[src/rtl/mem_access_unit.sv]
// mem_access_unit: load/store unit after EX; single-outstanding data bus, lane alignment, load extension, writeback.
module mem_access_unit #(
    parameter int unsigned ACK_TIMEOUT = 255
) (
    input  logic        clk,
    input  logic        rst_n,
    input  logic [31:0] ex_memaddr,
    input  logic [3:0]  ex_memrden,
    input  logic        ex_memrden_sext,
    input  logic [3:0]  ex_memwren,
    input  logic [31:0] ex_memwrdata,
    input  logic        ex_x_rd_vld,
    input  logic [31:0] ex_x_rd,
    output logic        dbus_req,
    output logic        dbus_we,
    output logic [31:0] dbus_addr,
    output logic [3:0]  dbus_be,
    output logic [31:0] dbus_wdata,
    input  logic [31:0] dbus_rdata,
    input  logic        dbus_ack,
    output logic        stall,
    output logic        mem_x_rd_vld,
    output logic [31:0] mem_x_rd,
    output logic        mem_err,
    output logic [1:0]  mem_err_code,
    output logic [31:0] mem_err_addr
);
    typedef enum logic {IDLE, BUS} state_t;
    state_t      state_q, state_d;
    logic [7:0]  cnt_q, cnt_d;
    logic [1:0]  shift_q, shift_d, size_q, size_d;
    logic        sext_q, sext_d;
    logic        req_q, req_d, we_q, we_d, vld_q, vld_d, err_q, err_d;
    logic [31:0] addr_q, addr_d, wdata_q, wdata_d, rd_q, rd_d, eaddr_q, eaddr_d;
    logic [3:0]  be_q, be_d;
    logic [1:0]  code_q, code_d;
    logic [3:0]  mask;
    logic        mem_op, bad_mask, misal, legal;
    logic [31:0] shifted, load;

    // A request carries either a load or a store mask; both at once is illegal.
    assign mask     = |ex_memrden ? ex_memrden : ex_memwren;
    assign mem_op   = |ex_memrden | |ex_memwren;
    assign bad_mask = (|ex_memrden & |ex_memwren) | !(mask == 4'b0001 || mask == 4'b0011 || mask == 4'b1111);
    assign misal    = (mask == 4'b0011 & ex_memaddr[0]) | (mask == 4'b1111 & |ex_memaddr[1:0]);
    assign legal    = mem_op & !bad_mask & !misal;
    assign stall    = (state_q == BUS) | legal;
    assign shifted  = dbus_rdata >> {shift_q, 3'b000};
    assign load     = size_q == 2'd2 ? shifted :
                      size_q == 2'd1 ? {{16{sext_q & shifted[15]}}, shifted[15:0]} :
                                       {{24{sext_q & shifted[7]}}, shifted[7:0]};

    assign dbus_req     = req_q;
    assign dbus_we      = we_q;
    assign dbus_addr    = addr_q;
    assign dbus_be      = be_q;
    assign dbus_wdata   = wdata_q;
    assign mem_x_rd_vld = vld_q;
    assign mem_x_rd     = rd_q;
    assign mem_err      = err_q;
    assign mem_err_code = code_q;
    assign mem_err_addr = eaddr_q;

    // Next state: accept ALU results or issue a bus request in IDLE, wait for ack or timeout in BUS.
    always_comb begin
        state_d = state_q;
        cnt_d   = cnt_q;
        shift_d = shift_q;
        size_d  = size_q;
        sext_d  = sext_q;
        req_d   = req_q;
        we_d    = we_q;
        addr_d  = addr_q;
        be_d    = be_q;
        wdata_d = wdata_q;
        vld_d   = 1'b0;
        rd_d    = rd_q;
        err_d   = 1'b0;
        code_d  = code_q;
        eaddr_d = eaddr_q;
        if (state_q == IDLE) begin
            if (!mem_op) begin
                vld_d = ex_x_rd_vld;
                rd_d  = ex_x_rd_vld ? ex_x_rd : rd_q;
            end else if (!legal) begin
                err_d   = 1'b1;
                code_d  = bad_mask ? 2'b10 : 2'b01;
                eaddr_d = ex_memaddr;
            end else begin
                state_d = BUS;
                cnt_d   = 8'd0;
                req_d   = 1'b1;
                we_d    = |ex_memwren;
                addr_d  = {ex_memaddr[31:2], 2'b00};
                be_d    = mask << ex_memaddr[1:0];
                wdata_d = ex_memwrdata << {ex_memaddr[1:0], 3'b000};
                shift_d = ex_memaddr[1:0];
                size_d  = mask[3] ? 2'd2 : mask[1] ? 2'd1 : 2'd0;
                sext_d  = ex_memrden_sext;
            end
        end else if (dbus_ack) begin
            state_d = IDLE;
            req_d   = 1'b0;
            vld_d   = !we_q;
            rd_d    = we_q ? rd_q : load;
        end else if (cnt_q + 8'd1 == 8'(ACK_TIMEOUT)) begin
            state_d = IDLE;
            req_d   = 1'b0;
            err_d   = 1'b1;
            code_d  = 2'b11;
            eaddr_d = {addr_q[31:2], shift_q};
        end else begin
            cnt_d = cnt_q + 8'd1;
        end
    end

    // State and output registers; reset aborts any pending transaction silently.
    always_ff @(posedge clk or negedge rst_n) begin
        if (!rst_n) begin
            state_q <= IDLE;
            cnt_q   <= '0;
            shift_q <= '0;
            size_q  <= '0;
            sext_q  <= 1'b0;
            req_q   <= 1'b0;
            we_q    <= 1'b0;
            addr_q  <= '0;
            be_q    <= '0;
            wdata_q <= '0;
            vld_q   <= 1'b0;
            rd_q    <= '0;
            err_q   <= 1'b0;
            code_q  <= '0;
            eaddr_q <= '0;
        end else begin
            state_q <= state_d;
            cnt_q   <= cnt_d;
            shift_q <= shift_d;
            size_q  <= size_d;
            sext_q  <= sext_d;
            req_q   <= req_d;
            we_q    <= we_d;
            addr_q  <= addr_d;
            be_q    <= be_d;
            wdata_q <= wdata_d;
            vld_q   <= vld_d;
            rd_q    <= rd_d;
            err_q   <= err_d;
            code_q  <= code_d;
            eaddr_q <= eaddr_d;
        end
    end
endmodule

[config.mk]
export PLATFORM = sky130hd
export DESIGN_NAME = mem_access_unit
export DESIGN_NICKNAME = d
export VERILOG_FILES = /design/src/rtl/mem_access_unit.sv
export SDC_FILE = /design/constraint.sdc
export NUM_CORES = 1
export LEC_CHECK = 0
export BUFFER_PORTS_ARGS = -buffer_cell sky130_fd_sc_hd__buf_2
export CAP_MARGIN = 10
export CORE_UTILIZATION = 54
export CTS_CLUSTER_SIZE = 40
export DETAILED_ROUTE_END_ITERATION = 10
export PLACE_DENSITY = 0.86
export SLEW_MARGIN = 20
export SYNTH_ARGS = -nofsm -noshare
export SYNTH_HDL_FRONTEND = slang
export SYNTH_SLANG_ARGS = --single-unit
[constraint.sdc]
create_clock -name clk -period 6.1 [get_ports clk]
set_input_delay 1.22 -clock clk [delete_from_list [all_inputs] [get_ports clk]]
set_output_delay 1.22 -clock clk [all_outputs]
set_load 0.05 [all_outputs]
==> run metrics <==
Num CTS Buffers=17; crit-path max FO=41; Worst R2R Setup Slack=3.29 ns; CP startpoint=ex_memaddr[0]; worst reg2reg endpoint=dbus_addr[13]; hpwl dp=15.4 mm; Relative slew margins=0.362; antenna-violating nets left=0; crit end category=output pin; Leak Pwr=4.95 nW; Die Span X=123 µm; final core occ=0.706; placed cells=1201; worst-path cell chain=buf_2 > nor2_1 > a2111oi_2 > o31ai_1 > buf_2; EDFF count, synth=0; worst hold slack=0.473 ns; final instance area=0.00992 mm²; initial drt markers=409; IO Pins=280; Worst path depth=5; initial antenna violation count=0; required time of the worst setup path=4.88 ns; final period utilization=0.755; Synth Warn #=0; Hold Buf Count CTS=0; sequential share of the synthesized area=0.477; CTS tree=built; CP max stage delay=0.67 ns; Worst Skew=0.0205 ns; Vias/cell=5.73; Skew-Pair Late Insertion Delay=0.42 ns; crit-path most repeated cell=buf_2; R2R depth=5; largest net degree at the start of global routing=109; worst path bufs/invs=2; Pre-antenna DRT Iters=5; Hold Path Depth=2; All-Layer GR Usage=0.298; Least-Margin Pin Slew=0.957 ns; slowest CP cell=buf_2; row cnt=43; clock buffer depth=2; Hold Vio Cnt, Final=0; Setup Buffers After CTS=0; Peak VDD IR=0.279 mV; Synth cell types=54; worst slack, placed=1.54 ns; crit path time final=4.60 ns; routed wire length=22.2 mm; Fill cells=1054; total die area=0.0151 mm²; Seq. cell area=0.00376 mm²; nature of the critical path startpoint=input port; Synth Register Bits=150; footprint of the multi-input gates=0.00379 mm²; # H-tree levels=4; Final Wtd Congestion=0.851; area delta synth->final=26.0%; post-CTS resize count=0; vias in the first global route=6778; PD cells=409 mW/mm²; # DRC=0; Final setup viols=0; Root Buffer=clkbuf_16; Hold/Removal Path Class=reg -> reg; max-slew violation count=0; RSZ-0062 raised after global routing=no; port bufs=277; slack of the critical path=1.50 ns; detailed-route via count=7072; overall power=4.05 mW; final net count=1184; Max Freq=0.217 GHz; RR Startpoint=state_q; first-pass GRT wire length=34.1 mm; starting density of the core=0.560; Clk pin slew, worst setup/hold paths=0.06 ns; Cell Area, Synth=0.00787 mm²; max_cap viols=0; setup TNS=0 ns; Gate Count Post-Synth=795; arrival time at the worst endpoint=3.38 ns; crit path to=stall; clock sinks=150; Die Span Y=123 µm; final non-filler cell total=1234; share of layout cells above drive strength 1=0.374; remaining global-route overflow=0; drt wl/cell=17.9 µm; CP Class=in -> out; Ant. Diodes=0; cell family with most CP delay=buffers and inverters; outcome=completed; Most used DFF post-synth=dfrtp_1; Core ar.=0.0140 mm²; Post-DP Area=0.00933 mm²; ys async rst share=1.00; synthesized area per cell=9.90 µm²
-- flip-flops by register name, indices dropped and copies added, names as in the netlist, 2 cells and up --
name	cells
dbus_wdata	32
mem_err_addr	32
size_q	2
shift_q	2
mem_x_rd	32
dbus_addr	30
mem_err_code	2
cnt_q	8
dbus_be	4
-- cell type report --
class                      count  area share
clock buffer                  20      0.0461
clock inverter                12      0.0106
inverter                      19     0.00719
timing repair buffer         288       0.152
sequential                   150       0.379
tap                          180      0.0227
multi-input combinational    565       0.383
-- how the worst min path moves through the flow --
stage                 start            to  slack, ns
2_1_floorplan        sext_q        sext_q       0.53
3_3_place_gp   mem_x_rd[29]  mem_x_rd[29]       0.45
3_5_place_dp   mem_x_rd[27]  mem_x_rd[27]       0.46
4_1_cts        mem_x_rd[27]  mem_x_rd[27]       0.47
5_1_grt        mem_x_rd[13]  mem_x_rd[13]       0.51
6_report       mem_x_rd[30]  mem_x_rd[30]       0.47
-- cell usage in the layout, fill, tap and decap left out, drive strengths merged, types with 2 or more instances in the layout --
cell,Yosys,layout
buf,27,288
dfrtp,150,150
nand2,92,92
nor2,79,79
mux2,63,63
nor2b,50,50
mux2i,49,49
o21ai,41,41
a211oi,40,40
a22oi,32,32
a21oi,27,27
clkbuf,35,20
inv,18,18
o31ai,18,18
o22ai,12,12
clkinv,1,10
a31oi,9,9
nand3,4,4
or4b,4,4
and4,3,3
or4,3,3
and2,3,3
nand2b,3,3
and3,2,2
o21a,2,2
or2,2,2
nor3,2,2
a21o,2,2
mux4,2,2
ha,2,2
conb,1,2
clkinvlp,0,2
nor4b,2,2
-- cell usage after synthesis (3+ instances only) --
library cell,instances,area share
nor2_1,79,0.038
or4_1,3,0.0029
buf_2,5,0.0032
a211oi_1,40,0.038
and4_1,3,0.0033
mux2_2,62,0.089
dfrtp_1,150,0.48
o22ai_1,12,0.0095
and2_1,3,0.0024
o31ai_1,18,0.017
inv_1,18,0.0086
nand2_1,92,0.044
nand3_1,4,0.0025
buf_4,9,0.0086
a22oi_1,32,0.031
buf_6,3,0.0043
a21oi_1,27,0.017
o21ai_0,41,0.026
nor2b_1,50,0.040
clkbuf_1,34,0.016
mux2i_1,49,0.062
a31oi_1,9,0.0072
nand2b_1,3,0.0024
buf_1,10,0.0048
-- routing by layer --
metal	up-vias	routed length, µm	part of all wire	track usage
li1	3319	-	-	-
met1	3355	8510	0.38	0.347
met2	336	10800	0.49	0.503
met3	62	1840	0.083	0.0739
met4	0	977	0.044	0.161
met5	-	0	0	0
-- worst register-to-register path: cells and delay by family, from the launching register on --
family	cells	cell delay (ns)
multiplexers	1	0.48
flip-flops	1	0.62
AND/OR/NAND/NOR	1	0.57
buffers and inverters	2	0.71
AO/OA/AOI/OAI	1	0.32
-- power by group --
| part | switching [mW] | leakage (nW) | internal (mW) |
|---|---|---|---|
| Sequential | 0.153 | 1.88 | 1.24 |
| Clock | 0.413 | 0.276 | 0.581 |
| Combinational | 1.24 | 2.80 | 0.430 |
-- kinds of logic after synthesis --
group	share of synthesized area
AOI/OAI and AO/OA	0.164
xor gates and xnor gates	0.00223
adders and majority gates	0.00318
buffers and inverters	0.0467
DFF	0.477
muxes	0.158
other	0.000476
and+or+nand+nor	0.148
Power figures use the tool's default switching activity.
